$ cat config.mk
export PLATFORM = sky130hd
export DESIGN_NAME = piso_bit_feeder
export DESIGN_NICKNAME = d
export VERILOG_FILES = /design/src/rtl/piso_pkg.sv /design/src/rtl/piso_bit_counter.sv /design/src/rtl/piso_bit_feeder.sv
export SDC_FILE = /design/constraint.sdc
export NUM_CORES = 1
export LEC_CHECK = 0
export CAP_MARGIN = 25
export CELL_PAD_IN_SITES_DETAIL_PLACEMENT = 1
export CELL_PAD_IN_SITES_GLOBAL_PLACEMENT = 2
export CORE_UTILIZATION = 28
export DETAILED_ROUTE_END_ITERATION = 6
export PLACE_DENSITY = 0.78
export SLEW_MARGIN = 20
export SYNTH_ARGS = -nofsm -noshare
export SYNTH_HDL_FRONTEND = slang
export SYNTH_SLANG_ARGS = --single-unit
export TNS_END_PERCENT = 20
$ cat constraint.sdc
create_clock -name clk -period 2.8 [get_ports clk]
set_input_delay 0.56 -clock clk [delete_from_list [all_inputs] [get_ports clk]]
set_output_delay 0.56 -clock clk [all_outputs]
set_load 0.05 [all_outputs]
$ cat src/rtl/piso_pkg.sv
// Shared definitions for the parallel-in/serial-out bit feeder.
// Frame length depends on the PISO_PARITY_EN build macro (see piso_bit_feeder).
package piso_pkg;

  typedef enum logic {
    ST_IDLE  = 1'b0,
    ST_SHIFT = 1'b1
  } piso_state_t;

  // Bits per serial frame: data bits plus an optional trailing parity bit.
  function automatic int frame_len(input int width, input bit parity);
    return width + (parity ? 1 : 0);
  endfunction

endpackage

$ cat src/rtl/piso_bit_counter.sv
// Loadable down-counter with zero flag; tracks which frame bit is on dout.
// Saturates at zero so it never wraps.
module piso_bit_counter #(
  parameter int W = 3
) (
  input  logic         clk,
  input  logic         reset,
  input  logic         load,
  input  logic [W-1:0] load_val,
  input  logic         dec,
  output logic [W-1:0] count,
  output logic         zero
);

  // Load wins over decrement; decrement stops at zero.
  always_ff @(posedge clk) begin
    if (reset)                    count <= '0;
    else if (load)                count <= load_val;
    else if (dec && count != '0)  count <= count - 1'b1;
  end

  assign zero = (count == '0);

endmodule

$ cat src/rtl/piso_bit_feeder.sv
// Parallel-in/serial-out feeder for the serial sequence detectors.
// Words are accepted on load_valid & load_ready and shifted out one bit per clk;
// a word accepted on the last bit of the previous frame follows with no gap.
// Build macro PISO_PARITY_EN: appends an even-parity bit to every frame.
module piso_bit_feeder
  import piso_pkg::*;
#(
  parameter int WIDTH     = 8,
  parameter int MSB_FIRST = 1
) (
  input  logic             clk,
  input  logic             reset,
  input  logic [WIDTH-1:0] load_data,
  input  logic             load_valid,
  output logic             load_ready,
  output logic             dout,
  output logic             dout_valid,
  output logic             busy
);

`ifdef PISO_PARITY_EN
  localparam bit PAR = 1'b1;
`else
  localparam bit PAR = 1'b0;
`endif
  localparam int FL = frame_len(WIDTH, PAR);
  localparam int CW = $clog2(FL);
  localparam logic [CW-1:0] LAST_IDX = CW'(FL - 1);

  piso_state_t      state, state_nxt;
  logic [FL-1:0]    sreg;
  logic [FL-1:0]    frame;
  logic [WIDTH-1:0] ord;
  logic [CW-1:0]    cnt;
  logic             cnt_zero;
  logic             accept;
  logic             shifting;

  assign accept   = load_valid & load_ready;
  assign shifting = (state == ST_SHIFT);

  // Put the word in transmit order so frame[FL-1] is always the first bit out.
  always_comb begin
    ord = '0;
    for (int i = 0; i < WIDTH; i++)
      ord[WIDTH-1-i] = (MSB_FIRST != 0) ? load_data[WIDTH-1-i] : load_data[i];
  end

`ifdef PISO_PARITY_EN
  // Even parity of the accepted word rides at the tail of the frame.
  assign frame = {ord, ^load_data};
`else
  assign frame = ord;
`endif

  // Counter value equals the number of frame bits still to follow dout.
  piso_bit_counter #(.W(CW)) u_cnt (
    .clk      (clk),
    .reset    (reset),
    .load     (accept),
    .load_val (LAST_IDX),
    .dec      (shifting),
    .count    (cnt),
    .zero     (cnt_zero)
  );

  // State register.
  always_ff @(posedge clk) begin
    if (reset) state <= ST_IDLE;
    else       state <= state_nxt;
  end

  // Next state: stay in SHIFT across a reload on the last bit.
  always_comb begin
    state_nxt = state;
    case (state)
      ST_IDLE:  if (accept)               state_nxt = ST_SHIFT;
      ST_SHIFT: if (cnt_zero && !accept)  state_nxt = ST_IDLE;
      default:                            state_nxt = ST_IDLE;
    endcase
  end

  // Ready decode: idle, or the last bit of a frame, and never during reset.
  always_comb begin
    load_ready = 1'b0;
    if (!reset) begin
      case (state)
        ST_IDLE:  load_ready = 1'b1;
        ST_SHIFT: load_ready = cnt_zero;
        default:  load_ready = 1'b0;
      endcase
    end
  end

  // Shift datapath with registered serial outputs.
  always_ff @(posedge clk) begin
    if (reset) begin
      sreg       <= '0;
      dout       <= 1'b0;
      dout_valid <= 1'b0;
      busy       <= 1'b0;
    end else if (accept) begin
      dout       <= frame[FL-1];
      sreg       <= {frame[FL-2:0], 1'b0};
      dout_valid <= 1'b1;
      busy       <= 1'b1;
    end else if (shifting && !cnt_zero) begin
      dout       <= sreg[FL-1];
      sreg       <= {sreg[FL-2:0], 1'b0};
      dout_valid <= 1'b1;
      busy       <= 1'b1;
    end else begin
      dout       <= 1'b0;
      dout_valid <= 1'b0;
      busy       <= 1'b0;
    end
  end

endmodule

# Yosys cells after proc, flatten, opt, wreduce, memory -nomap -nowiden
# Index checks and enable logic that the tools add are counted.
[totals] reg_bits=13 in_bits=11 out_inout_bits=4 elab_cells=30
[classes] n_addsub=1 mux=13 bitwise_logic=2 reduce_logical=9
[ops] operator="$mux 8" count=2
[ops] operator="$mux 1" count=7
[ops] operator="$mux 3" count=2
[ops] operator="$pmux 1 s2" count=2
[ops] operator="$reduce_bool 2->1" count=2
[ops] operator="$logic_and 1x1->1" count=3
[ops] operator="$logic_not 3->1" count=1
[ops] operator="$reduce_bool 3->1" count=1
[ops] operator="$sub 3x1->3 const B" count=1
[ops] operator="$logic_not 1->1" count=2
[ops] operator="$and 1x1->1" count=1
[ops] operator="$not 1->1" count=1

# Longest topological paths before layout
# Gate-level depths: netlist (run 1).
[depth] word_depth=8 ltp_mapped=7 ltp_nobuf=6

# Cells and area by module
# From an unflattened synthesis (run 1), not the netlist that was laid out.
[hier_totals] hier_cells=66 hier_area_um2=620.6
[modules_own_cells] module="piso_bit_feeder" n_inst=1 cells_each=45 area_each_um2=437.9 seq_area_each_um2=200.2
[modules_own_cells] module="piso_bit_counter" n_inst=1 cells_each=21 area_each_um2=182.7 seq_area_each_um2=60.1

# Worst setup path after synthesis (run 1)
# OpenSTA, ideal clock, no wires.
[synth_path] path_type="reg2out" startpoint="reg u_cnt.count[0]" endpoint="out load_ready" arrival_ps=1467 required_ps=2240 slack_ps=773 path_stages_with_launch=7 path_buffers=1 cell_sequence="dfxtp_1 > inv_1 > ha_1 > ha_1 > nor2b_1 > buf_2 > nor2_1"
[synth_between] elab_chain_len=3
[synth_lines] element="from (decl)" line="piso_bit_counter.sv:11" rtl="output logic [W-1:0] count,"
[synth_lines] element="from (signal assigned)" line="piso_bit_counter.sv:18" rtl="else if (load) count <= load_val;"
[synth_lines] element="from (signal assigned)" line="piso_bit_counter.sv:19" rtl="else if (dec && count != '0) count <= count - 1'b1;"
[synth_lines] element="$logic_not 3->1" line="piso_bit_counter.sv:22" rtl="assign zero = (count == '0);"
[synth_lines] element="$pmux 1 s2" line="piso_bit_feeder.sv:87" rtl="case (state)"
[synth_lines] element="$mux 1" line="piso_bit_feeder.sv:86" rtl="if (!reset) begin"
[synth_lines] element="to (decl)" line="piso_bit_feeder.sv:15" rtl="output logic load_ready,"
# No other way between the ends.

# Worst setup path after layout (run 1)
# Ends and elaborated chain as after synthesis.

==> results.cfg, run 1 <==
[outcome]
outcome = finished, final reports clean

[route]
via_count = 471
drt_pre_antenna_iters = 2
detail_route.wirelength_mm = 1.110
postRouteAntennaNets = 0
routed_wire_length_per_instance_um = 11.33
drcViolationCount = 0
viasPerCell = 4.806
dr.first_iter.drc_count = 2

[setup_path]
timing.critical_path.buf_inv = 2
crit_path_start_kind = register
crit_family = adder cells
critPathKind = register to output port
critical_path.endpoint_type = output port
max_fo_critical_path = 3
arrival_ns = 1.43
slowest_delay_ns = 0.35
crit_path_cell_trace = inv_1 > ha_1 > ha_1 > nor2b_1 > nor2_1 > buf_12
crit_required_ns = 2.24
slowest_stage = sky130_fd_sc_hd__dfxtp_1
crit_path_frequent_cell = sky130_fd_sc_hd__ha_1

[placement]
post-dp-hpwl_um = 789.2
portBuffers = 14
placed_area_um2 = 714.4
gpl.final_weighted_congestion = 0.6795

[sta]
setup_viol = 0
fin_crit_ns = 1.988
fin_crit_sh = 0.7102
achievable-frequency_ghz = 0.5029
timing.setup.tns_ns = 0
rsz_0062_raised_after_global_routing = false
slew_headroom = 0.6015
final_max_slew_viols = 0
worst_margin_slew_ns = 0.5960
hold_violations = 0
final.setup_skew_ns = 0.007212

[cts]
postCtsHoldBufs = 0
post_cts.resized_instances = 0
clkSlewWorstSetupHoldPaths_ns = 0.08
clockRootBuffer = sky130_fd_sc_hd__clkbuf_4
numCtsBuffers = 3
cts_setup_buffers = 0
tritoncts = built
cts.sinks = 13
cts_max_path_buffers = 2
cts-htree-levels = 1
worst_skew_pair.late_latency_ns = 0.28

[global_routing]
grt_remaining_overflow = 0
grt_first_pass_wirelength_mm = 1.814
grt_antenna_before_repair = 0
grt_pass1_vias = 436
grt_max_degree = 14
global_route.usage.total = 0.1319

[power]
p_leak_nw = 0.3067
power.density_nw_per_um2 = 574.9
power.clock.fraction = 0.273
power.internal_mw = 0.3051
irDropWorstVdd_mv = 0.2681
combinational_share_of_power = 0.228
power.switching_mw = 0.1207
seqPwrFrac = 0.499
switching_share = 0.2835

[yosys]
synth.distinct_cells = 16
synth_ff_type = sky130_fd_sc_hd__dfxtp_1
mappedNetlistArea_um2 = 550.5
asyncSetResetFlopFracSynth = 0
yosys.area.top_type_share = 0.4727
synthMostInstantiatedCell = sky130_fd_sc_hd__dfxtp_1
syn-num-nets = 71
ys_ff_latch = 13
seq_area_frac_synth = 0.4727
synth-warning-count = 0
count_of_flip_flops_with_a_built_in_enable_after_synthesis = 0
yosys-top-cells-area = sky130_fd_sc_hd__dfxtp_1 (47%), sky130_fd_sc_hd__mux2i_1 (13%), sky130_fd_sc_hd__a211oi_1 (12%)
syn_inst = 58
avgSynthCellArea_um2 = 9.492
synth.top_cells.by_count = sky130_fd_sc_hd__dfxtp_1 (13), sky130_fd_sc_hd__nor2_1 (10), sky130_fd_sc_hd__a211oi_1 (9)
netlist.top_cell.by_area = sky130_fd_sc_hd__dfxtp_1

[finish]
layout-area-overhead-vs-synth_pct = 34.55
drive_above_1_share = 0.08219
num-nets-final = 87
antennaDiodeCount = 0
final_cell_area_um2 = 740.7

[floorplanning]
die-area_um2 = 2147
rows = 15
total_i_o_pin_count = 15
floorplan.die.width_um = 46.34
core_area_um2 = 1783
die_h_um = 46.34
starting_density = 0.3088

[run]
maxCapViolations = 0

[worst_hold_path]
worst_hold_path_type = register to register
[power by group through the flow]
| stage | registers, mW | logic (mW) | clock network, mW |
|---|---|---|---|
| global route | 0.215 | 0.109 | 0.131 |
| CTS | 0.213 | 0.0995 | 0.124 |
| global placement | 0.216 | 0.0978 | 0 |
| detailed placement | 0.217 | 0.0987 | 0 |
| floorplan | 0.222 | 0.0572 | 0 |
| finish | 0.212 | 0.0973 | 0.116 |
[flip-flops by register name, indices dropped and copies added, names as in the netlist]
signal       flops
busy             1
u_cnt.count      3
dout             1
sreg             7
shifting         1
[final timing paths]
path,end,cells after the start,from,slack (ns)
worst min register to register,dout$_SDFF_PP0_,2,sreg[7]$_SDFFE_PP0P_,0.45
worst min-delay path,dout$_SDFF_PP0_,2,sreg[7]$_SDFFE_PP0P_,0.45
worst max register to register,sreg[2]$_SDFFE_PP0P_,5,u_cnt.count[0]$_SDFFE_PP0P_,1.29
worst max-delay path,load_ready,6,u_cnt.count[0]$_SDFFE_PP0P_,0.81
[cells in the final DEF, fill, tap and decap left out]
master / netlist / routed
sky130_fd_sc_hd__ha_1: 2 / 2
sky130_fd_sc_hd__nand2b_1: 1 / 1
sky130_fd_sc_hd__dfxtp_1: 13 / 13
sky130_fd_sc_hd__clkbuf_1: 1 / 1
sky130_fd_sc_hd__nand3_1: 1 / 1
sky130_fd_sc_hd__inv_1: 3 / 3
sky130_fd_sc_hd__buf_12: 0 / 1
sky130_fd_sc_hd__nand2_1: 1 / 1
sky130_fd_sc_hd__a211oi_1: 9 / 9
sky130_fd_sc_hd__a21oi_1: 1 / 1
sky130_fd_sc_hd__nor2_1: 10 / 10
sky130_fd_sc_hd__clkbuf_4: 0 / 3
sky130_fd_sc_hd__mux2i_1: 7 / 7
sky130_fd_sc_hd__nor2b_1: 1 / 1
sky130_fd_sc_hd__clkdlybuf4s50_1: 0 / 13
sky130_fd_sc_hd__nor3_1: 4 / 4
sky130_fd_sc_hd__buf_4: 1 / 2
[final cells by class]
cell class                 count  area, um2
clock buffer                   4      26.28
fill                         212       1042
inverter                       3      11.26
multi-input combinational     37      246.5
sequential                    13      260.3
tap                           25      31.28
timing repair buffer          16      165.2
[cells by family after synthesis]
family	synth area share
adders and majority gates	0.04545
and+or+nand+nor	0.1432
buffers and inverters	0.07954
AOI/OAI and AO/OA	0.1318
DFF	0.4727
muxes	0.1273
[through the flow]
stage | setup WS (ns) | power, mW | hold WS, ns | util | instances
finish | 0.8116 | 0.4258 | 0.4547 | 0.4154 | 98
global route | 0.6982 | 0.4544 | 0.4843 | 0.4154 | 98
CTS | 0.7774 | 0.4357 | 0.4591 | 0.4154 | 98
detailed placement | 0.8430 | 0.3156 | 0.4477 | 0.4007 | 94
global placement | 0.8393 | 0.3138 | 0.4438 | 0.4007 | 94
floorplan | 0.7734 | 0.2790 | 0.4312 | - | 58
[tightest hold or removal path, delay by kind of cell (launching register included)]
kind             cells  cell delay, ns
AO/OA/AOI/OAI        1            0.05
flip-flops           1            0.32
AND/OR/NAND/NOR      1            0.05
[routing by layer]
metal,routed length [um],GRT usage,vias to the layer above
met4,26,0.08824,0
met3,64,0.07059,4
met1,473,0.1324,224
met5,0,0,-
met2,545,0.2083,12
li1,-,-,231
(Power assumes the default switching activity.)
==> run 2: changes to the inputs <==
- CORE_UTILIZATION: 28 -> 26
- PLACE_DENSITY: 0.78 -> 0.73
- clock period: 2.8 -> 2 ns (I/O delays scaled with it)
==> run 2 against run 1 <==
Net effect:
- via count decreased by 4.9%
- final cell count up 3.1%
- die area grew 7.4%
- critical path depth did not move
- non-clock buffer count up 1
==> results.cfg, run 2 (synthesized netlist as in run 1, its figures left out) <==
[cts]
postCtsHoldBufs = 0
clkSlewWorstSetupHoldPaths_ns = 0.08
numCtsBuffers = 3
clockRootBuffer = sky130_fd_sc_hd__clkbuf_4
cts.sinks = 13
tritoncts = built
cts-htree-levels = 1
worst_skew_pair.late_latency_ns = 0.27
cts_setup_buffers = 0
cts_max_path_buffers = 2
post_cts.resized_instances = 0

[route]
drcViolationCount = 0
via_count = 448
drt_pre_antenna_iters = 3
dr.first_iter.drc_count = 2
routed_wire_length_per_instance_um = 11.82
postRouteAntennaNets = 0
detail_route.wirelength_mm = 1.194
viasPerCell = 4.436

[sta]
worst_margin_slew_ns = 0.4980
fin_crit_sh = 0.9283
final_max_slew_viols = 0
slew_headroom = 0.6670
achievable-frequency_ghz = 0.5386
fin_crit_ns = 1.857
setup_viol = 0
hold_violations = 0
timing.setup.tns_ns = 0
final.setup_skew_ns = 0.003968
rsz_0062_raised_after_global_routing = false
final.hold.worst_slack_ns = 0.4627
postLayoutSetupSlackWorst_ns = 0.1434

[worst_hold_path]
worst_hold_path_type = register to register
whs_path_depth = 2

[setup_path]
crit_path_cell_trace = inv_1 > ha_1 > ha_1 > nor2b_1 > nor2_1 > buf_12
critical_path.reg2reg.startpoint = u_cnt.count[0]$_SDFFE_PP0P_
arrival_ns = 1.46
wp_depth = 6
max_fo_critical_path = 3
timing.reg2reg.worst_path_depth = 5
regToRegSetupSlack_ns = 0.45
timing.critical_path.buf_inv = 2
cp-startpoint = u_cnt.count[0]$_SDFFE_PP0P_
critPathKind = register to output port
crit_path_frequent_cell = sky130_fd_sc_hd__ha_1
slowest_stage = sky130_fd_sc_hd__dfxtp_1
critical_path.endpoint_type = output port
crit_required_ns = 1.60
crit_family = adder cells
slowest_delay_ns = 0.36
endpoint = load_ready
crit_path_start_kind = register
rr_endpoint = sreg[7]$_SDFFE_PP0P_

[floorplanning]
rows = 16
total_i_o_pin_count = 15
floorplan.die.width_um = 48.02
die-area_um2 = 2305
core_area_um2 = 1982
starting_density = 0.2778
die_h_um = 48.02

[power]
combinational_share_of_power = 0.234
switching_share = 0.2834
power.density_nw_per_um2 = 796.3
irDropWorstVdd_mv = 0.4310
power.clock.fraction = 0.268
power.switching_mw = 0.1694
power.internal_mw = 0.4284
p_leak_nw = 0.3115
finalPower_mw = 0.5978
seqPwrFrac = 0.498

[placement]
portBuffers = 14
gpl.final_weighted_congestion = 0.6900
post-dp-hpwl_um = 843.5
dp_slack_ns = 0.3871

[global_routing]
grt_max_degree = 14
grt_remaining_overflow = 0
grt_antenna_before_repair = 0
grt_pass1_vias = 412
grt_first_pass_wirelength_mm = 1.828
global_route.usage.total = 0.1115

[outcome]
outcome = finished, final reports clean

[run]
maxCapViolations = 0

[finish]
largest_register_ff_count = 7
drive_above_1_share = 0.09459
reg.largest.list = sreg: 7 flops, u_cnt.count: 3 flops
layout-area-overhead-vs-synth_pct = 36.36
commonest_cells_after_routing_fill_and_taps_aside = sky130_fd_sc_hd__dfxtp_1 (13), sky130_fd_sc_hd__clkdlybuf4s50_1 (13), sky130_fd_sc_hd__nor2_1 (10)
antennaDiodeCount = 0
registers.top_by_ff_count = sreg
finish.utilization = 0.3788
num-nets-final = 88
[run 2: cell types whose count changed in the layout (fill, tap and decap cells not counted), sizes merged]
cell,change
buf,+1
[run 2: area by class of cell]
| type | count | area (um2) |
|---|---|---|
| fillers | 235 | 1231 |
| flip-flops and latches | 13 | 260.3 |
| multi-input cells | 37 | 246.5 |
| repair buffers | 17 | 172.7 |
| well taps | 27 | 33.78 |
| clock buffers | 4 | 26.28 |
| inverters | 3 | 11.26 |
[run 2: routing by layer]
metal | up-vias | share of wire | global-route usage | wire length, um
met1 | 210 | 0.49 | 0.1502 | 588
met5 | - | 0 | 0 | 0
met3 | 0 | 0.029 | 0.01132 | 35
li1 | 230 | - | - | -
met2 | 8 | 0.48 | 0.1865 | 570
met4 | 0 | 0 | 0.03333 | 0
[run 2: metrics by stage]
| stage | cell area (um2) | std cells |
|---|---|---|
| 5_1_grt | 750.7 | 101 |
| 3_5_place_dp | 724.4 | 97 |
| 3_3_place_gp | 724.4 | 97 |
| 2_1_floorplan | 550.5 | 58 |
| 4_1_cts | 750.7 | 101 |
| 6_report | 750.7 | 101 |
[run 2: how the worst min path moves through the flow]
stage | slack (ns) | end | from
after floorplan | 0.43 | dout$_SDFF_PP0_ | sreg[7]$_SDFFE_PP0P_
after global placement | 0.45 | dout$_SDFF_PP0_ | sreg[7]$_SDFFE_PP0P_
after detailed placement | 0.46 | u_cnt.count[0]$_SDFFE_PP0P_ | u_cnt.count[0]$_SDFFE_PP0P_
after CTS | 0.47 | dout$_SDFF_PP0_ | sreg[7]$_SDFFE_PP0P_
after global routing | 0.48 | dout$_SDFF_PP0_ | sreg[7]$_SDFFE_PP0P_
final | 0.46 | dout$_SDFF_PP0_ | sreg[7]$_SDFFE_PP0P_
[run 2: power by group through the flow]
stage          clock (mW)  sequential [mW]  combinational (mW)
2_1_floorplan           0            0.311              0.0800
3_3_place_gp            0            0.303               0.138
3_5_place_dp            0            0.304               0.141
4_1_cts             0.169            0.298               0.142
5_1_grt             0.183            0.301               0.155
6_report            0.160            0.298               0.140
[run 2: worst min-delay path, delay by kind of cell, from the launching register on]
family / cells / cell delay, ns
and+or+nand+nor: 1 / 0.05
DFF: 1 / 0.32
AOI/OAI and AO/OA: 1 / 0.05
==> run 3: changes to the inputs <==
- CORE_MARGIN: unset -> 8
- CORE_UTILIZATION: 26 -> 25
- PLACE_DENSITY: 0.73 -> 0.71
- SYNTH_HIERARCHICAL: unset -> 1
- clock period: 2 -> 1.66 ns (I/O delays scaled with it)
==> run 3 against run 2 <==
Net effect:
- register-to-register slack got worse by 0.46 ns
- critical endpoint unchanged
- largest cell class is now multi-input gates
- the run now ends with negative setup slack left
- sequential power grew 21%
- highest routed layer is now met4
- sequential share of layout area shrank 5.5 points
- clock power increased by 22%
==> results.cfg, run 3 <==
[setup_path]
slowest_stage = sky130_fd_sc_hd__dfxtp_2
crit_required_ns = 1.33
crit_path_cell_trace = inv_2 > ha_4 > ha_4 > and2b_2 > nor2_4 > buf_6 > buf_12
regToRegSetupSlack_ns = -0.01
max_fo_critical_path = 2
critPathKind = register to output port
timing.critical_path.buf_inv = 3
crit_path_start_kind = register
crit_family = flip-flops
arrival_ns = 1.49
crit_path_frequent_cell = sky130_fd_sc_hd__ha_4
critical_path.endpoint_type = output port
slowest_delay_ns = 0.34

[yosys]
count_of_flip_flops_with_a_built_in_enable_after_synthesis = 0
syn_inst = 66
synth.top_cells.by_count = sky130_fd_sc_hd__dfxtp_1 (13), sky130_fd_sc_hd__nor2_1 (10), sky130_fd_sc_hd__mux2i_1 (7)
ys_ff_latch = 13
synth_simple_gate_area_frac = 0.2077
synth_top_family_by_area = simple AND/OR/NAND/NOR gates
seq_area_frac_synth = 0.4194
adder_and_majority_gate_portion_of_the_synthesized_area = 0.04032
synthMuxAreaShare = 0.1129
avgSynthCellArea_um2 = 9.403
synth_ff_type = sky130_fd_sc_hd__dfxtp_1
synthMostInstantiatedCell = sky130_fd_sc_hd__dfxtp_1
mappedNetlistArea_um2 = 620.6
synth_compound_area_frac = 0.1210
yosys-top-cells-area = sky130_fd_sc_hd__dfxtp_1 (42%), sky130_fd_sc_hd__mux2i_1 (11%), sky130_fd_sc_hd__a211oi_1 (7.3%)
synth.distinct_cells = 22
synthXorXnorAreaFrac = 0.01411
yosys.area.top_type_share = 0.4194
netlist.top_cell.by_area = sky130_fd_sc_hd__dfxtp_1
asyncSetResetFlopFracSynth = 0
synth-warning-count = 6

[cts]
numCtsBuffers = 3
worst_skew_pair.late_latency_ns = 0.28
clockRootBuffer = sky130_fd_sc_hd__clkbuf_4
cts.sinks = 13
clkSlewWorstSetupHoldPaths_ns = 0.08
tritoncts = built
cts-htree-levels = 1
cts_max_path_buffers = 2

[route]
dr.first_iter.drc_count = 6
via_count = 525
drcViolationCount = 0
viasPerCell = 4.375
routed_wire_length_per_instance_um = 12.25
drt_pre_antenna_iters = 4
detail_route.wirelength_mm = 1.470
postRouteAntennaNets = 0

[sta]
fin_crit_ns = 1.824
hold_violations = 0
final.hold.worst_slack_ns = 0.4746
rsz_0062_raised_after_global_routing = true
final_max_slew_viols = 0
fin_crit_sh = 1.099
final.setup_skew_ns = 0.003865
setup_viol = 2
achievable-frequency_ghz = 0.5484
postLayoutSetupSlackWorst_ns = -0.1635

[placement]
post-dp-hpwl_mm = 1.132
gpl.final_weighted_congestion = 0.6892
portBuffers = 14

[floorplanning]
rows = 18
floorplan.die.width_um = 65.83
total_i_o_pin_count = 15
starting_density = 0.2575
core_area_um2 = 2410
die-area_um2 = 4333
die_h_um = 65.83

[finish]
reg.largest.list = sreg: 7 flops, u_cnt/count: 3 flops
largest_register_ff_count = 7
antennaDiodeCount = 0
drive_above_1_share = 0.2889
final_common_cell = sky130_fd_sc_hd__dfxtp_1
commonest_cells_after_routing_fill_and_taps_aside = sky130_fd_sc_hd__dfxtp_1 (11), sky130_fd_sc_hd__clkdlybuf4s50_1 (10), sky130_fd_sc_hd__buf_4 (10)
finish.utilization = 0.3744
layout-area-overhead-vs-synth_pct = 45.36
registers.top_by_ff_count = sreg
num-nets-final = 104

[global_routing]
grt_first_pass_wirelength_mm = 2.332
grt_pass1_vias = 546
global_route.usage.total = 0.07270
grt_max_degree = 14
grt_remaining_overflow = 0
grt_antenna_before_repair = 0

[outcome]
failed_checks = negative setup slack
outcome = finished, violations left

[run]
maxCapViolations = 0

[power]
power.density_nw_per_um2 = 885.4
irDropWorstVdd_mv = 0.3719
p_leak_nw = 0.3925

[worst_hold_path]
worst_hold_path_type = register to register
[run 3: cells by family (layout without fill, tap and decap cells)]
| group | after synthesis | after routing |
|---|---|---|
| other cells | 1 | 3 |
| buf+inv | 8 | 30 |
| mux | 7 | 7 |
| simple gates | 23 | 23 |
| compound gates | 11 | 11 |
| xor+xnor | 1 | 1 |
| fa+ha+maj | 2 | 2 |
| flops | 13 | 13 |
[run 3: repair_timing]
action,CTS,global route
hold endpoints to repair,0,0
pin swaps,3,0
resized for setup,1,0
setup buffers,2,0
hold buffers,0,0
setup endpoints to repair,3,3
[run 3: final timing paths]
path,from,to,cells after the start
setup reg to reg,u_cnt/count[0]$_SDFFE_PP0P_,u_cnt/count[2]$_SDFFE_PP0P_,8
setup / recovery,u_cnt/count[0]$_SDFFE_PP0P_,load_ready,7
hold / removal,sreg[7]$_SDFFE_PP0P_,dout$_SDFF_PP0_,2
hold reg to reg,sreg[7]$_SDFFE_PP0P_,dout$_SDFF_PP0_,2
[run 3: metrics by stage]
step                std cells  worst slack (ns)    TNS, ns  cell area, um2  total power, mW
global placement          114           0.02639          0           857.1           0.5918
floorplan                  68          -0.02937   -0.05639           665.6           0.5208
global route              120           -0.2185    -0.3175           902.1           0.8538
detailed placement        114         -0.008517  -0.009959           857.1           0.6009
finish                    120           -0.1635    -0.1754           902.1           0.7987
CTS                       120           -0.1771    -0.1948           902.1           0.8144
[run 3: metal layers]
metal  vias to the layer above  track usage  share of wire
li1                        268            -              -
met1                       244      0.06785           0.42
met2                        11       0.1303           0.50
met3                         2      0.04068          0.061
met4                         0      0.02452          0.010
met5                         -            0              0
[run 3: where the power goes]
part           total [mW]  switching (mW)  internal, mW
registers           0.360          0.0163         0.344
logic               0.243           0.111         0.131
clock network       0.196           0.102        0.0932
total               0.799           0.230         0.569
[run 3: area by class of cell]
type | count | area [um2]
fill | 296 | 1508
multi-input combinational | 47 | 354.1
sequential | 13 | 262.8
timing repair buffer | 22 | 206.4
tap | 30 | 37.54
clock buffer | 4 | 26.28
inverter | 4 | 15.01
[run 3: worst reg2reg max path, cell delays in order, from the launching register on]
cell,delay [ns]
sky130_fd_sc_hd__dfxtp_2,0.34
sky130_fd_sc_hd__inv_2,0.05
sky130_fd_sc_hd__ha_4,0.16
sky130_fd_sc_hd__ha_4,0.15
sky130_fd_sc_hd__and2b_2,0.23
sky130_fd_sc_hd__nor2_4,0.04
sky130_fd_sc_hd__and2_4,0.15
sky130_fd_sc_hd__or3_1,0.36
sky130_fd_sc_hd__a31oi_1,0.14
